--- src/rtl/ifu_fetch_pkg.sv ---
// Shared types and constants for the instruction fetch unit.
package ifu_fetch_pkg;

  localparam int unsigned IFU_XLEN = 32;
  localparam logic [IFU_XLEN-1:0] IFU_RESET_PC = 32'hBFC0_0000;
  localparam int unsigned IFU_PC_STEP = 4;

  typedef enum logic [2:0] {
    IFU_ST_START = 3'd0,
    IFU_ST_REQ   = 3'd1,
    IFU_ST_WAIT  = 3'd2,
    IFU_ST_HOLD  = 3'd3,
    IFU_ST_ERR   = 3'd4
  } ifu_state_e;

  // Next-PC select codes used upstream to form redirect_pc.
  typedef enum logic [1:0] {
    IFU_SEL_NORM       = 2'd0,
    IFU_SEL_RELATIVE   = 2'd1,
    IFU_SEL_IRRELATIVE = 2'd2,
    IFU_SEL_REGISTER   = 2'd3
  } ifu_sel_e;

  typedef struct packed {
    logic [IFU_XLEN-1:0] pc;
    logic [IFU_XLEN-1:0] instr;
  } ifu_pkt_t;

  function automatic logic ifu_misaligned(input logic [1:0] addr_lo);
    return addr_lo != 2'b00;
  endfunction

endpackage

--- src/rtl/ifu_buf.sv ---
// One-entry valid/ready holding register; squash drops the entry and wins over load/transfer.
module ifu_buf
  import ifu_fetch_pkg::*;
(
  input  logic     clk,
  input  logic     rst_n,
  input  logic     load,
  input  ifu_pkt_t load_pkt,
  input  logic     squash,
  input  logic     out_ready,
  output logic     valid,
  output ifu_pkt_t pkt
);

  always_ff @(posedge clk or negedge rst_n) begin
    if (!rst_n) begin
      valid <= 1'b0;
      pkt   <= '0;
    end else if (squash) begin
      valid <= 1'b0;
    end else if (load) begin
      valid <= 1'b1;
      pkt   <= load_pkt;
    end else if (valid && out_ready) begin
      valid <= 1'b0;
    end
  end

endmodule

--- src/rtl/ifu_fetch.sv ---
// Instruction fetch: owns the PC, issues one imem read at a time, buffers the result for decode.
module ifu_fetch
  import ifu_fetch_pkg::*;
#(
  parameter logic [IFU_XLEN-1:0] RESET_PC = IFU_RESET_PC,
  parameter int unsigned         PC_STEP  = IFU_PC_STEP
) (
  input  logic                clk,
  input  logic                rst_n,
  output logic                imem_req_valid,
  input  logic                imem_req_ready,
  output logic [IFU_XLEN-1:0] imem_req_addr,
  input  logic                imem_rsp_valid,
  input  logic [IFU_XLEN-1:0] imem_rsp_data,
  output logic                if_valid,
  input  logic                if_ready,
  output logic [IFU_XLEN-1:0] if_pc,
  output logic [IFU_XLEN-1:0] if_instr,
  input  logic                redirect_valid,
  input  logic [IFU_XLEN-1:0] redirect_pc,
  output logic                fetch_misaligned
);

  ifu_state_e          state, state_n;
  logic [IFU_XLEN-1:0] pc, pc_n;
  logic                drop, drop_n;
  logic                buf_load;
  logic                outstanding;
  logic                buf_valid;
  ifu_pkt_t            buf_pkt;
  ifu_pkt_t            rsp_pkt;

  always_ff @(posedge clk or negedge rst_n) begin
    if (!rst_n) begin
      state            <= IFU_ST_START;
      pc               <= RESET_PC;
      drop             <= 1'b0;
      imem_req_valid   <= 1'b0;
      fetch_misaligned <= 1'b0;
    end else begin
      state            <= state_n;
      pc               <= pc_n;
      drop             <= drop_n;
      imem_req_valid   <= (state_n == IFU_ST_REQ);
      fetch_misaligned <= (state_n == IFU_ST_ERR);
    end
  end

  // Redirect first; 'outstanding' means a response is still owed after this edge and must be dropped.
  always_comb begin
    state_n     = state;
    pc_n        = pc;
    drop_n      = drop;
    buf_load    = 1'b0;
    outstanding = 1'b0;
    if (redirect_valid) begin
      case (state)
        IFU_ST_REQ:  outstanding = imem_req_ready;
        IFU_ST_WAIT: outstanding = !imem_rsp_valid;
        IFU_ST_ERR:  outstanding = drop && !imem_rsp_valid;
        default:     outstanding = 1'b0;
      endcase
      pc_n   = redirect_pc;
      drop_n = outstanding;
      if (ifu_misaligned(redirect_pc[1:0])) state_n = IFU_ST_ERR;
      else if (outstanding)                 state_n = IFU_ST_WAIT;
      else                                  state_n = IFU_ST_REQ;
    end else begin
      case (state)
        IFU_ST_START: state_n = IFU_ST_REQ;
        IFU_ST_REQ:   if (imem_req_ready) state_n = IFU_ST_WAIT;
        IFU_ST_WAIT: begin
          if (imem_rsp_valid) begin
            if (drop) begin
              drop_n  = 1'b0;
              state_n = IFU_ST_REQ;
            end else begin
              buf_load = 1'b1;
              pc_n     = pc + IFU_XLEN'(PC_STEP);
              state_n  = IFU_ST_HOLD;
            end
          end
        end
        IFU_ST_HOLD:  if (if_ready) state_n = IFU_ST_REQ;
        IFU_ST_ERR:   if (imem_rsp_valid) drop_n = 1'b0;
        default:      state_n = IFU_ST_START;
      endcase
    end
  end

  assign rsp_pkt = '{pc: pc, instr: imem_rsp_data};

  ifu_buf u_buf (
    .clk      (clk),
    .rst_n    (rst_n),
    .load     (buf_load),
    .load_pkt (rsp_pkt),
    .squash   (redirect_valid),
    .out_ready(if_ready),
    .valid    (buf_valid),
    .pkt      (buf_pkt)
  );

  // A same-cycle redirect hides the buffered instruction so decode never takes a wrong-path transfer.
  assign if_valid      = buf_valid && !redirect_valid;
  assign if_pc         = buf_pkt.pc;
  assign if_instr      = buf_pkt.instr;
  assign imem_req_addr = pc;

endmodule

--- config.mk ---
export PLATFORM = sky130hd
export DESIGN_NAME = ifu_fetch
export DESIGN_NICKNAME = d
export VERILOG_FILES = /design/src/rtl/ifu_fetch_pkg.sv /design/src/rtl/ifu_buf.sv /design/src/rtl/ifu_fetch.sv
export SDC_FILE = /design/constraint.sdc
export NUM_CORES = 1
export LEC_CHECK = 0
export ABC_CLOCK_PERIOD_IN_PS = 3500
export BUFFER_PORTS_ARGS = -buffer_cell sky130_fd_sc_hd__buf_2
export CORE_MARGIN = 1
export CORE_UTILIZATION = 53
export DETAILED_ROUTE_END_ITERATION = 8
export GPL_TIMING_DRIVEN = 0
export PLACE_DENSITY = 0.93
export SLEW_MARGIN = 20
export SYNTH_ARGS = -nofsm -noshare
export SYNTH_HDL_FRONTEND = slang
export SYNTH_SLANG_ARGS = --single-unit
--- constraint.sdc ---
create_clock -name clk -period 3.5 [get_ports clk]
set_clock_uncertainty 0.05 [all_clocks]
set_input_delay 0.175 -clock clk [delete_from_list [all_inputs] [get_ports clk]]
set_output_delay 0.175 -clock clk [all_outputs]
set_load 0.02 [all_outputs]
# [Word-level counts from Yosys, hierarchy flattened]
# Index checks and enable logic that the tools add are counted.
[classes] add_sub_neg=1 n_reduce_logical=15 eq_ne=7 mux=24 bitwise=1
[op_table] op="$mux 32" n=4
[op_table] op="$add 32x3->32 const B" n=1
[op_table] op="$mux 3" n=5
[op_table] op="$pmux 3 s5" n=1
[op_table] op="$mux 1" n=11
[op_table] op="$reduce_bool 2->1" n=4
[op_table] op="$eq 3x1->1 const B" n=2
[op_table] op="$eq 3x2->1 const B" n=2
[op_table] op="$eq 3x3->1 const B" n=2
[op_table] op="$mux 2" n=2
[op_table] op="$reduce_and 2->1" n=2
[op_table] op="$logic_and 1x1->1" n=3
[op_table] op="$logic_not 3->1" n=1
[op_table] op="$pmux 1 s3" n=1
[op_table] op="$reduce_and 3->1" n=1
[op_table] op="$reduce_bool 3->1" n=1
[op_table] op="$logic_not 1->1" n=2
[op_table] op="$ne 2x2->1 const B" n=1
[op_table] op="$reduce_or 2->1" n=1
[op_table] op="$not 1->1" n=1
[totals] reg_bits=103 in_bits=70

# [Depth between registers and ports, before layout]
[depth] word_depth=8 depth_mapped=8

# [Cells and area by module]
# From an unflattened synthesis, not the netlist that was laid out.
[unflattened] cells_unflattened=419 hier_area_um2=5157.4
[modules_own_cells] mod="ifu_buf" area_per_inst_um2=2741.4 instances=1 seq_area_each_um2=1626.6 cells_per_inst=140
[modules_own_cells] mod="ifu_fetch" area_per_inst_um2=2416.1 instances=1 seq_area_each_um2=962.2 cells_per_inst=279

# [Worst setup path before layout]
# Ideal clock, no wire load.
[synth_path] path_type="register to register" start="register state[1]" end="register u_buf.pkt[0] (netlist bit)" arrival_ps=2115 t_required_ps=3325 path_stages_with_launch=9 setup_time_ps=125 period_less_slack_ps=2290 setup_slack_ps=1210 path_cell_list="dfrtp_1 buf_4 or3b_4 buf_6 or2_2 nor2_1 buf_2 buf_2 mux2_2"
[synth_between] elab_chain_cells=4
[synth_lines] item="start: declaration" line_no="ifu_fetch.sv:24" rtl="ifu_state_e state, state_n;"
[synth_lines] item="start signal: assignment" line_no="ifu_fetch.sv:41" rtl="state <= state_n;"
[synth_lines] item="$eq 3x2->1" line_no="ifu_fetch.sv:69" rtl="case (state)"
[synth_lines] item="$mux 1" line_no="ifu_fetch.sv:69"
[synth_lines] item="$mux 1" line_no="ifu_fetch.sv:56" rtl="if (redirect_valid) begin"
[synth_lines] item="$reduce_and 2->1 (no source line)"
[synth_lines] item="end signal: assignment" line_no="ifu_buf.sv:23" rtl="pkt <= load_pkt;"
[synth_lines] item="end: declaration" line_no="ifu_buf.sv:12" rtl="output ifu_pkt_t pkt"
# Every way passes these cells.
# A chain may end at the register's enable or synchronous reset.

# [Worst setup path after layout]
[layout_path] start="register state[2]" end="register u_buf.pkt[44] (netlist bit)"
# The elaborated chain is that of the path after synthesis.

==> results.md <==
* Layout cell share with drive strength beyond 1 at 43.8%
* Switching pwr at 0.00103 W
* Clk Latency, worst-skew pair at 0.36 ns
* Async SR Flop Fraction at 100%
* Syn avg cell area at 11.7 um2
* DRC Markers at 0
* Seq pwr share at 50.2%
* RSZ-0062 raised after global routing: false
* Worst-path fanout max at 10
* Setup TNS Final at 0 ns
* Via/cell ratio at 5.71
* Sequential Area at 2590 um2
* Sink Count at 103
* Area occupied by multi-input gates at 1930 um2
* Final setup fails at 0
* Initial antenna violation count at 0
* Std cell rows at 33
* Hpwl dp at 8590 um
* Core Area at 8380 um2
* Clock power frac at 21.3%
* PwrDens at 490 nW/um2
* Detailed-route wire length at 12,600 um
* Seq/Total Area, Yosys at 55.5%
* Initial cell density of the core at 55.7%
* Final nets at 691
* CTS Root Cell: clkbuf_8
* First-pass GRT wire length at 19,500 um
* Fmax at 378 MHz
* Period Utilization, post-route at 75.5%
* Tmin final at 2.64 ns
* CP Class: flop to flop
* Syn. warnings at 0
* Filler cells at 576
* Sw Ratio at 33.5%
* CTS tree: done
* Mapped Cells at 398
* Largest net degree at the start of global routing at 74
* Crit end category: flop
* VDD IR-drop max at 372 uV
* Hold Crit Class: input pin to flop
* Clk buf depth at 2
* H-tree depth at 3
* Area Growth Syn to Fin at 34.2%
* Comb pwr share at 28.6%
* P_leak at 3.05 nW
* Final Wtd Congestion at 0.843
* Slew @ Worst Pin at 0.923 ns
* Global Route Usage Sum at 27.9%
* Die Y-Extent at 95.8 um
* Max-cap violations at 0
* Flops & latches, synth at 103
* Final Hold Fails at 0
* Die width at 95.8 um
* # diodes at 0
* Post-synth EDFFs at 0
* Die area at 9180 um2
* Power Internal at 0.00204 W
* Antenna Nets Post-Route at 0
* DR iter-0 viols at 257
* Worst Path Required at 3.69 ns
* DR vias at 4,166
* Synth cell types at 46
* Vias in the first global route at 4,071
* Post-synth net total at 469
* Place WS at 0.878 ns
* Grt ovf at 0
* Routed len/inst at 17.2 um
* Num CTS Buffers at 9
* Rel. slew slack at 37.9%
* # port buffers at 167
* Synthesized area at 4670 um2
* Ys flop type: dfrtp_1
* Max Slew Vio Count at 0
* Setup WS post-layout at 0.857 ns
* Setup crit start kind: flop
* CTS clk-pin slew, worst paths at 0.09 ns
* Drt first pass iters at 5
* WP data arrival at 2.83 ns
* I/O Pins at 169
* Outcome: completed
cell usage after synthesis, types with 2 or more instances:
library cell,instances,area (um2)
a31o_2,2,17.5
or2_2,2,12.5
buf_2,8,40.0
clkbuf_1,12,45.0
nand3b_1,5,37.5
or4_1,13,97.6
nand3_1,8,40.0
xnor2_1,7,61.3
dfstp_2,9,236
or3_1,5,31.3
nor4_1,4,25.0
o41ai_1,2,17.5
dfrtp_1,94,2350
nor3_1,9,45.0
nand2_1,21,78.8
nand4b_1,2,17.5
buf_1,2,7.51
a21o_1,2,15.0
mux2_2,66,743
and3_1,2,12.5
o21ai_0,16,80.1
a31oi_1,22,138
o31ai_1,12,90.1
inv_1,9,33.8
nor2_1,28,105
and4_1,3,26.3
nand2b_1,2,12.5
and2_1,2,12.5
nand4_1,12,75.1
layer usage:
| layer | up-vias | wire (um) | global-route usage [%] |
|---|---|---|---|
| li1 | 1919 | - | - |
| met1 | 2014 | 4970 | 34.7 |
| met2 | 211 | 6530 | 48.0 |
| met3 | 22 | 834 | 5.21 |
| met4 | 0 | 236 | 10.8 |
| met5 | - | 0 | 0 |
through the flow:
step / total power (W) / utilization, % / area [um2] / instances / hold slack [ns]
after floorplan: 0.00205 / - / 4670 / 398 / -0.171
after global placement: 0.00235 / 67.2 / 5630 / 670 / 0.334
after detailed placement: 0.00240 / 67.6 / 5670 / 671 / 0.0240
after CTS: 0.00308 / 74.2 / 6220 / 725 / 0.000711
after global routing: 0.00323 / 74.7 / 6260 / 729 / 0.00391
final: 0.00307 / 74.7 / 6260 / 729 / 0.0100
layout by cell type (no fill, tap or decap), drive strengths merged, types with 2 or more instances in the layout:
cell and instances:
buf 180, dfrtp 94, mux2 66, dlygate4sd3 43, nor2 28, clkbuf 23, a31oi 22, nand2 21
o21ai 16, or4 14, nand4 12, o31ai 12, nor3 9, inv 9, dfstp 9, nand3 8
xnor2 7, nand3b 5, or3 5, nor4 4, and4 3, clkinv 3, a21o 2, or2 2
nand2b 2, and3 2, o41ai 2, nand4b 2, and2 2, a31o 2
registers in the layout, summed over array words and instances (netlist names):
register          flops
u_buf.pkt            64
imem_req_addr        32
state                 3
drop                  1
fetch_misaligned      1
imem_req_valid        1
u_buf.valid           1
logic make-up (layout without fill, tap and decap cells):
logic type | after synthesis | after routing | synth area share, %
multiplexers | 67 | 67 | 16.1
AO/OA/AOI/OAI | 62 | 62 | 8.74
buffers and inverters | 33 | 259 | 3.11
flip-flops | 103 | 103 | 55.5
XOR/XNOR | 8 | 8 | 1.50
adder cells (fa/ha/maj) | 1 | 1 | 0.268
AND/OR/NAND/NOR | 124 | 124 | 14.7
worst paths after layout:
path                                            from                       endpoint  slack [ns]  cells past startpoint
max                               state[2]$_DFF_PN0_      u_buf.pkt[44]$_DFFE_PN0P_        0.86                      7
min in group asynchronous                      rst_n      u_buf.pkt[14]$_DFFE_PN0P_        0.22                      2
max reg2reg                       state[2]$_DFF_PN0_      u_buf.pkt[44]$_DFFE_PN0P_        0.86                      7
min                                  redirect_pc[19]  imem_req_addr[19]$_DFFE_PN0P_        0.01                      2
max in group asynchronous                      rst_n  imem_req_addr[31]$_DFFE_PN1P_        2.49                      3
min reg2reg                u_buf.pkt[57]$_DFFE_PN0P_      u_buf.pkt[57]$_DFFE_PN0P_        0.46                      1
power groups by stage:
stage	combinational [W]	clock [W]	sequential (W)
5_1_grt	0.000946	0.000712	0.00157
3_5_place_dp	0.000837	0	0.00156
4_1_cts	0.000871	0.000669	0.00154
2_1_floorplan	0.000253	0	0.00179
6_report	0.000877	0.000653	0.00154
3_3_place_gp	0.000806	0	0.00154
what timing repair did:
item	in CTS	in global routing
gates resized for setup	0	0
setup buffers	0	0
hold buffers	39	4
endpoints found under the setup margin	0	0
endpoints found under the hold margin	68	4
critical path, cell delays in order (launching register included):
cell,delay [ns]
dfrtp_1,0.48
or3b_4,0.42
buf_6,0.15
or2_2,0.31
nor2_1,0.13
buf_2,0.27
buf_2,0.33
mux2_2,0.39
cell type report:
class	instances	area share, %
multi-input cells	262	30.9
plain buffers	24	1.78
flip-flops and latches	103	41.3
clock buffers	11	2.26
repair buffers	211	20.8
clock inverters	4	0.360
well taps	105	2.10
inverters	9	0.540
No activity file was read; power rests on OpenSTA's default activity.
